<file path="config.mk">
export PLATFORM = sky130hd
export DESIGN_NAME = pc_unit
export DESIGN_NICKNAME = d
export VERILOG_FILES = /design/src/rtl/riscstrong_pkg.sv /design/src/rtl/pc_next_sel.sv /design/src/rtl/pc_unit.sv
export SDC_FILE = /design/constraint.sdc
export NUM_CORES = 1
export LEC_CHECK = 0
export CAP_MARGIN = 20
export CORE_ASPECT_RATIO = 1.4
export CORE_MARGIN = 2
export CORE_UTILIZATION = 30
export CTS_CLUSTER_SIZE = 20
export DETAILED_ROUTE_END_ITERATION = 16
export HOLD_SLACK_MARGIN = 0.08
export PLACE_DENSITY_LB_ADDON = 0.15
export SYNTH_ARGS = -nofsm -noshare
export SYNTH_HDL_FRONTEND = slang
export SYNTH_SLANG_ARGS = --single-unit
</file>
<file path="constraint.sdc">
create_clock -name clk -period 2 [get_ports clk]
set_clock_uncertainty 0.05 [all_clocks]
set_input_delay 0.4 -clock clk [delete_from_list [all_inputs] [get_ports clk]]
set_output_delay 0.4 -clock clk [all_outputs]
set_load 0.02 [all_outputs]
</file>
<file path="src/rtl/riscstrong_pkg.sv">
// Shared defaults, FSM state encoding and next-PC source encoding for the fetch PC unit.
package riscstrong_pkg;

  localparam int          XLEN_DEFAULT      = 32;
  localparam logic [63:0] RESET_VEC_DEFAULT = 64'h0;
  localparam logic [63:0] TRAP_VEC_DEFAULT  = 64'h4;

  typedef enum logic [1:0] {
    BOOT,
    RUN,
    HALT
  } pc_state_t;

  // Which source won the RUN-state priority mux this cycle.
  typedef enum logic [2:0] {
    SEL_SEQ,
    SEL_STALL,
    SEL_HALT,
    SEL_REDIRECT,
    SEL_MISALIGN,
    SEL_TRAP
  } pc_sel_t;

endpackage

</file>
<file path="src/rtl/pc_next_sel.sv">
// Combinational next-PC priority mux (trap > redirect > halt > stall > increment) and redirect alignment check.
// PC_COMPRESSED_EN selects +2/+4 stepping and a 2-byte alignment boundary; otherwise +4 and 4-byte.
module pc_next_sel
  import riscstrong_pkg::*;
#(
  parameter int              XLEN     = XLEN_DEFAULT,
  parameter logic [XLEN-1:0] TRAP_VEC = TRAP_VEC_DEFAULT[XLEN-1:0]
) (
  input  logic [XLEN-1:0] pc_i,
  input  logic            trap_req_i,
  input  logic            redirect_valid_i,
  input  logic [XLEN-1:0] redirect_target_i,
  input  logic            halt_req_i,
  input  logic            stall_i,
  input  logic            is_compressed_i,
  output pc_sel_t         sel_o,
  output logic [XLEN-1:0] pc_next_o,
  output logic [XLEN-1:0] pc_inc_o,
  output logic [XLEN-1:0] epc_next_o
);

  logic misaligned;

`ifdef PC_COMPRESSED_EN
  assign pc_inc_o   = is_compressed_i ? (pc_i + XLEN'(2)) : (pc_i + XLEN'(4));
  assign misaligned = redirect_target_i[0];
`else
  logic unused_cmp;
  assign unused_cmp = is_compressed_i;
  assign pc_inc_o   = pc_i + XLEN'(4);
  assign misaligned = |redirect_target_i[1:0];
`endif

  always_comb begin
    sel_o      = SEL_SEQ;
    pc_next_o  = pc_inc_o;
    epc_next_o = pc_i;
    if (trap_req_i) begin
      sel_o     = SEL_TRAP;
      pc_next_o = TRAP_VEC;
    end else if (redirect_valid_i) begin
      if (misaligned) begin
        // A bad target traps immediately and is recorded as the faulting address.
        sel_o      = SEL_MISALIGN;
        pc_next_o  = TRAP_VEC;
        epc_next_o = redirect_target_i;
      end else begin
        sel_o     = SEL_REDIRECT;
        pc_next_o = redirect_target_i;
      end
    end else if (halt_req_i) begin
      sel_o     = SEL_HALT;
      pc_next_o = pc_i;
    end else if (stall_i) begin
      sel_o     = SEL_STALL;
      pc_next_o = pc_i;
    end
  end

endmodule

</file>
<file path="src/rtl/pc_unit.sv">
// Fetch PC register with BOOT/RUN/HALT FSM; every event lands on pc one clock later, all outputs registered.
// Optional 16-bit instruction support via PC_COMPRESSED_EN (handled in pc_next_sel).
module pc_unit
  import riscstrong_pkg::*;
#(
  parameter int              XLEN      = XLEN_DEFAULT,
  parameter logic [XLEN-1:0] RESET_VEC = RESET_VEC_DEFAULT[XLEN-1:0],
  parameter logic [XLEN-1:0] TRAP_VEC  = TRAP_VEC_DEFAULT[XLEN-1:0]
) (
  input  logic            clk,
  input  logic            reset1,
  input  logic            stall,
  input  logic            redirect_valid,
  input  logic [XLEN-1:0] redirect_target,
  input  logic            trap_req,
  input  logic            halt_req,
  input  logic            resume,
  input  logic            is_compressed,
  output logic [XLEN-1:0] pc,
  output logic            pc_valid,
  output logic [XLEN-1:0] epc,
  output logic            misalign_exc,
  output logic            halted
);

  pc_state_t       state_q;
  logic [XLEN-1:0] pc_q, epc_q;
  logic            pc_valid_q, misalign_q, halted_q;

  pc_sel_t         sel_d;
  logic [XLEN-1:0] pc_d, pc_inc_d, epc_d;

  pc_next_sel #(
    .XLEN    (XLEN),
    .TRAP_VEC(TRAP_VEC)
  ) u_next_sel (
    .pc_i             (pc_q),
    .trap_req_i       (trap_req),
    .redirect_valid_i (redirect_valid),
    .redirect_target_i(redirect_target),
    .halt_req_i       (halt_req),
    .stall_i          (stall),
    .is_compressed_i  (is_compressed),
    .sel_o            (sel_d),
    .pc_next_o        (pc_d),
    .pc_inc_o         (pc_inc_d),
    .epc_next_o       (epc_d)
  );

  always_ff @(posedge clk) begin
    if (reset1) begin
      state_q    <= BOOT;
      pc_q       <= RESET_VEC;
      epc_q      <= '0;
      pc_valid_q <= 1'b0;
      misalign_q <= 1'b0;
      halted_q   <= 1'b0;
    end else begin
      misalign_q <= 1'b0;
      unique case (state_q)
        BOOT: begin
          // The boot cycle presents RESET_VEC as invalid; RUN starts on the next word.
          state_q    <= RUN;
          pc_q       <= pc_inc_d;
          pc_valid_q <= 1'b1;
        end
        RUN: begin
          pc_q <= pc_d;
          unique case (sel_d)
            SEL_TRAP: epc_q <= epc_d;
            SEL_MISALIGN: begin
              epc_q      <= epc_d;
              misalign_q <= 1'b1;
            end
            SEL_HALT: begin
              state_q    <= HALT;
              halted_q   <= 1'b1;
              pc_valid_q <= 1'b0;
            end
            default: ;
          endcase
        end
        HALT: begin
          // Redirects are ignored here; only a trap or resume leaves HALT.
          if (trap_req) begin
            state_q    <= RUN;
            pc_q       <= TRAP_VEC;
            epc_q      <= pc_q;
            halted_q   <= 1'b0;
            pc_valid_q <= 1'b1;
          end else if (resume) begin
            state_q    <= RUN;
            halted_q   <= 1'b0;
            pc_valid_q <= 1'b1;
          end
        end
        default: state_q <= BOOT;
      endcase
    end
  end

  assign pc           = pc_q;
  assign pc_valid     = pc_valid_q;
  assign epc          = epc_q;
  assign misalign_exc = misalign_q;
  assign halted       = halted_q;

endmodule

</file>
==> reports/metrics.cfg, run 1 <==
[layout]
final_common_cell = clkdlybuf4s50_1
multi_input_area_um2 = 2350
ff_latch_area_um2 = 1390
area_growth_pct = 64.4
fin_cells = 780
fillCellCount = 1234
n_antenna_cell = 0
fin_nets = 670
final_layout_size_suffix_gt1_share_pct = 24.3
final_cell_mix = clkdlybuf4s50_1 (100), buf_4 (83), dfxtp_1 (63)
finish.instance_area_um2 = 6120
utilization_pct = 49.9

[critical_path]
cp_slowest_cell = or4_1
cp_cell_sequence = clkdlybuf4s50_1 > or2_4 > a311o_2 > buf_6 > or4_1 > a41oi_2
cp_top_family = simple AND/OR/NAND/NOR gates
rr_worst_depth = 6
critical_path.max_stage_delay_ns = 0.48
crit_path_start = stall
cp-end-kind = flop
crit_type = input pin to flop
critPathArrivalTime_ns = 2.18
path_depth = 6
worstPathRequired_ns = 2.21
crit_end = pc[26]$_SDFFE_PP0P_
worstReg2RegEnd = pc[26]$_SDFFE_PP0P_
r2r-start = state_q[1]$_SDFFE_PP0P_
worst-path-max-fanout = 6
cp-start-kind = input pin
r2r_setup_slack_ns = 0.05
crit_buf_inv = 2

[global_routing]
grtUsageMet3_pct = 4.08
grt_max_degree = 44
grt_most_used_layer = met2
grt_util_all_layers_pct = 18.8
grtUsageMet2_pct = 32.3
grt_overflow = 0
antenna_found_initial = 0
grt_pass1_wl_um = 19800
grt_pass1_vias = 3851
gr-usage-met1_pct = 22.5

[pwr]
vdd_drop_max_mv = 0.727
leakage_nw = 2.44
p_per_area_nw_per_um2 = 1180
finalPower_mw = 7.21

[clocking]
clock-root-buffer = clkbuf_16
clk_latency_ns = 0.34
cts_tree = yes
ctsLongestPathBuffers = 2
path_clk_slew_ns = 0.06
cts_max_level = 3
clock-sinks = 69
cts-hold-fix-buffers = 0
cts_buffers = 9

[placed_design]
pre_cts_ws_ns = -0.422
hpwl_um = 9350
io_buffers = 105
gp_congestion = 0.856
place_area_um2 = 5520
numPlacedInstances = 749

[synth]
synth_edf_count = 0
avgSynthCellArea_um2 = 8.31
syn_area_um2 = 3720
ys_ff_latch = 69
async_flop_share_pct = 0
yosys_warnings = 0
yosysUniqueCellTypes = 56
synth_cells = 448
synth_fp_nets = 493
ys_seq_area_share_pct = 37.1
synth_top_flop_cell = dfxtp_1

[routing]
drt-initial-drc-count = 173
wl_per_cell_um = 16.7
drt_wl_total_um = 13000
vias = 4077
post_drt_via_cell_ratio = 5.23
drt_pre_antenna_iters = 4
antenna_left = 0
route.detailed.drc = 0

[timing]
hold-worst-slack_ns = 0.432
period_needed_ns = 1.96
tightest_slew_ns = 0.432
fin_ws_ns = 0.0364
tns_ns = 0
hold_viol_final = 0
grt_setup_unrepaired = true
period_share_pct = 98.2
setup_viol = 0
maxSlewHeadroom_pct = 71.2
max_freq_mhz = 509
final_max_slew_viol_count = 0

[die]
die_h_um = 136
rows = 48
core_um2 = 12300
pin_count = 107
dieArea_um2 = 13300
start_util_pct = 30.4
die_w_um = 98.1

[hold_path]
hp-start = reset1
hp-class = input pin to flop

[flow_run]
maxCapViolCount = 0

[status]
status = finished clean

==> report_power, final <==
part           internal, mW  switching, mW
Combinational          1.81           1.99
Sequential             1.72          0.188
Clock                 0.901          0.612
Total                  4.43           2.79
==> state kept, by name, indices dropped and copies added (netlist names) <==
| register | count |
|---|---|
| pc | 32 |
| misalign_exc | 1 |
| state_q | 2 |
| pc_valid | 1 |
| halted | 1 |
| epc | 32 |
==> kinds of logic after synthesis <==
group           synth area share (%)
fa+ha+maj                       1.68
simple gates                    22.3
compound gates                  25.4
buf+inv                         5.14
flops                           37.1
mux                             8.37
==> repair_timing <==
| action | in CTS | in global routing |
|---|---|---|
| pin swaps | 6 | 9 |
| endpoints found under the hold margin | 0 | 0 |
| cloned | 0 | 2 |
| gates resized for setup | 17 | 35 |
| buffers inserted | 5 | 8 |
| setup endpoints to repair | 23 | 32 |
==> final cells by class <==
class,instances,share of cell area (%)
Inverter,15,0.961
Timing Repair Buffer,200,30.3
Clock buffer,12,4.19
Multi-Input combinational cell,330,38.4
Clock inverter,4,0.368
Tap cell,150,3.07
Sequential cell,69,22.7
==> cell usage after synthesis (8+ instances only) <==
| master | n | area share, % |
|---|---|---|
| nand2_1 | 23 | 2.3 |
| o21ai_0 | 19 | 2.6 |
| inv_1 | 15 | 1.5 |
| a21oi_1 | 23 | 3.1 |
| nor3_1 | 11 | 1.5 |
| nand3_1 | 8 | 1.1 |
| a31oi_1 | 8 | 1.3 |
| nor2_1 | 61 | 6.2 |
| a22oi_1 | 11 | 2.2 |
| nand4_1 | 8 | 1.3 |
| clkbuf_1 | 26 | 2.6 |
| mux2i_1 | 30 | 8.1 |
| a211oi_1 | 33 | 6.7 |
| dfxtp_1 | 69 | 37 |
==> worst min-delay path by stage <==
stage / endpoint / slack, ns / cells after the start
6_report: pc[10]$_SDFFE_PP0P_ / 0.43 / 2
2_1_floorplan: state_q[0]$_SDFFE_PP0P_ / 0.46 / 2
4_1_cts: pc[5]$_SDFFE_PP0P_ / 0.42 / 2
3_5_place_dp: pc[1]$_SDFFE_PP0P_ / 0.43 / 1
3_3_place_gp: pc[0]$_SDFFE_PP0P_ / 0.43 / 1
5_1_grt: pc[4]$_SDFFE_PP0P_ / 0.43 / 2
==> per-layer routing <==
metal / routed length [µm] / vias to the layer above / part of all wire [%]
li1: - / 2039 / -
met1: 5410 / 1913 / 42
met2: 6640 / 109 / 51
met3: 596 / 16 / 4.6
met4: 378 / 0 / 2.9
met5: 0 / - / 0
Power figures use the tool's default switching activity.
==> run 2: changes to the inputs <==
--- a/config.mk
+++ b/config.mk
@@ -8,7 +8,7 @@
 export CAP_MARGIN = 20
 export CORE_ASPECT_RATIO = 1.4
 export CORE_MARGIN = 2
-export CORE_UTILIZATION = 30
+export CORE_UTILIZATION = 43
 export CTS_CLUSTER_SIZE = 20
 export DETAILED_ROUTE_END_ITERATION = 16
 export HOLD_SLACK_MARGIN = 0.08
==> run 2 against run 1 <==
Global-route usage increased by 7.7 points. Maximum frequency is 1.4% lower. Design area rose by 1.6%. Cell count is 6.0% lower. Hold slack got worse by 0.030 ns. Critical path type is now flop to flop. Largest power group unchanged.
==> reports/metrics.cfg, run 2 (synthesis gave the netlist of run 1 again) <==
[critical_path]
crit_buf_inv = 1  ; was 2
r2r_setup_slack_ns = 0.008  ; was 0.05 ns
cp_slowest_cell = a311o_2  ; was or4_1
critPathArrivalTime_ns = 2.21  ; was 2.18 ns
cp-end-kind = flop  ; unchanged
cp_top_family = compound AO/OA/AOI/OAI gates  ; was simple AND/OR/NAND/NOR gates
critical_path.max_stage_delay_ns = 0.42  ; was 0.48 ns
cp-start-kind = flop  ; was input pin
crit_type = flop to flop  ; was input pin to flop
worstPathRequired_ns = 2.22  ; was 2.21 ns
worst-path-max-fanout = 7  ; was 6
cp_cell_sequence = buf_4 > ha_4 > a311o_2 > or3_1 > mux2_4 > a31oi_1  ; was clkdlybuf4s50_1 > or2_4 > a311o_2 > buf_6 > or4_1 > a41oi_2

[layout]
final_common_cell = clkdlybuf4s50_1  ; unchanged
final_layout_size_suffix_gt1_share_pct = 25.5  ; was 24.3%
n_antenna_cell = 0  ; unchanged
area_growth_pct = 67.1  ; was 64.4%
finish.instance_area_um2 = 6220  ; was 6120 µm²
fin_cells = 733  ; was 780
final_cell_mix = clkdlybuf4s50_1 (98), buf_4 (72), dfxtp_1 (65)  ; was clkdlybuf4s50_1 (100), buf_4 (83), dfxtp_1 (63)
fin_nets = 670  ; unchanged

[placed_design]
place_area_um2 = 5430  ; was 5520 µm²
gp_congestion = 0.868  ; was 0.856
hpwl_um = 8880  ; was 9350 µm
numPlacedInstances = 700  ; was 749
io_buffers = 105  ; unchanged

[pwr]
p_per_area_nw_per_um2 = 1260  ; was 1180 nW/µm²
finalPower_mw = 7.84  ; was 7.21 mW
vdd_drop_max_mv = 1.01  ; was 0.727 mV
leakage_nw = 2.49  ; was 2.44 nW

[timing]
grt_setup_unrepaired = true  ; unchanged
period_needed_ns = 1.99  ; was 1.96 ns
tightest_slew_ns = 0.489  ; was 0.432 ns
max_freq_mhz = 502  ; was 509 MHz
period_share_pct = 99.6  ; was 98.2%
maxSlewHeadroom_pct = 67.1  ; was 71.2%
tns_ns = 0  ; unchanged
final_max_slew_viol_count = 0  ; unchanged
hold_viol_final = 0  ; unchanged
setup_viol = 0  ; unchanged
hold-worst-slack_ns = 0.402  ; was 0.432 ns

[clocking]
ctsLongestPathBuffers = 2  ; unchanged
cts-hold-fix-buffers = 0  ; unchanged
cts_max_level = 3  ; unchanged
cts_buffers = 9  ; unchanged
clock-root-buffer = clkbuf_16  ; unchanged
clk_latency_ns = 0.34  ; about the same
path_clk_slew_ns = 0.06  ; about the same
cts_tree = yes  ; unchanged
clock-sinks = 69  ; unchanged

[die]
dieArea_um2 = 9430  ; was 13300 µm²
die_w_um = 82.6  ; was 98.1 µm
core_um2 = 8510  ; was 12300 µm²
rows = 40  ; was 48
pin_count = 107  ; unchanged
start_util_pct = 43.8  ; was 30.4%
die_h_um = 114  ; was 136 µm

[global_routing]
grt_util_all_layers_pct = 26.5  ; was 18.8%
grt_overflow = 0  ; unchanged
antenna_found_initial = 0  ; unchanged
grt_pass1_vias = 4106  ; was 3851
grt_max_degree = 45  ; was 44
grt_pass1_wl_um = 19400  ; was 19800 µm

[hold_path]
hp-class = input pin to flop  ; unchanged

[routing]
post_drt_via_cell_ratio = 5.94  ; was 5.23
route.detailed.drc = 0  ; unchanged
drt_wl_total_um = 14000  ; was 13000 µm
vias = 4356  ; was 4077
antenna_left = 0  ; unchanged
drt_pre_antenna_iters = 5  ; was 4
wl_per_cell_um = 19.1  ; was 16.7 µm
drt-initial-drc-count = 351  ; was 173

[flow_run]
maxCapViolCount = 0  ; unchanged

[status]
status = finished clean  ; unchanged

-- run 2: through the flow --
stage | setup slack [ns] | util, %
6_report | 0.00789 | 73.1
3_5_place_dp | -0.336 | 63.8
4_1_cts | 0.00568 | 67.2
2_1_floorplan | 0.0110 | -
5_1_grt | -0.0720 | 73.1
3_3_place_gp | -0.337 | 63.8
-- run 2: metal layers --
layer | track usage (%) | routed length [µm]
met2 | 46.7 | 7370
met4 | 10.7 | 515
met1 | 30.9 | 5350
met3 | 4.57 | 794
met5 | 0 | 0
-- run 2: area by class of cell --
cell class                      count  area, µm²
Multi-Input combinational cell    331       2410
Fill cell                         647       2290
Timing Repair Buffer              199       1960
Sequential cell                    69       1390
Clock buffer                       12        256
Tap cell                          105        131
Inverter                           15       56.3
Clock inverter                      2       10.0
-- run 2: worst paths after layout --
check | depth (start not counted) | startpoint | end
worst max-delay path | 6 | state_q[0]$_SDFFE_PP0P_ | pc[21]$_SDFFE_PP0P_
worst min-delay path | 2 | reset1 | pc[5]$_SDFFE_PP0P_
worst max register to register | 6 | state_q[0]$_SDFFE_PP0P_ | pc[21]$_SDFFE_PP0P_
worst min register to register | 2 | epc[6]$_SDFFE_PP0P_ | epc[6]$_SDFFE_PP0P_
-- run 2: power by group --
group	switching, mW	internal [mW]	total (mW)
Combinational	2.31	2.13	4.44
Sequential	0.207	1.72	1.93
Clock	0.583	0.889	1.47
Total	3.10	4.74	7.84
-- run 2: what timing repair did --
| action | in CTS | in global routing |
|---|---|---|
| setup buffers | 0 | 9 |
| endpoints found under the setup margin | 14 | 63 |
| cloned | 0 | 10 |
| gates resized for setup | 7 | 59 |
| pin swaps | 1 | 26 |
-- run 2: worst register-to-register path: cells and delay by family (launching register included) --
kind,cells,cell delay (ns)
and+or+nand+nor,1,0.37
buffers and inverters,1,0.15
muxes,1,0.27
DFF,1,0.35
AOI/OAI and AO/OA,2,0.57
adders and majority gates,1,0.17
==> run 3: changes to the inputs <==
--- a/config.mk
+++ b/config.mk
@@ -11,7 +11,7 @@
 export CORE_UTILIZATION = 43
 export CTS_CLUSTER_SIZE = 20
 export DETAILED_ROUTE_END_ITERATION = 16
-export HOLD_SLACK_MARGIN = 0.08
+export HOLD_SLACK_MARGIN = 0.12
 export PLACE_DENSITY_LB_ADDON = 0.15
 export SYNTH_ARGS = -nofsm -noshare
 export SYNTH_HDL_FRONTEND = slang
==> results of run 3 <==
Final layout, timing and power as in run 2 (identical DEF).
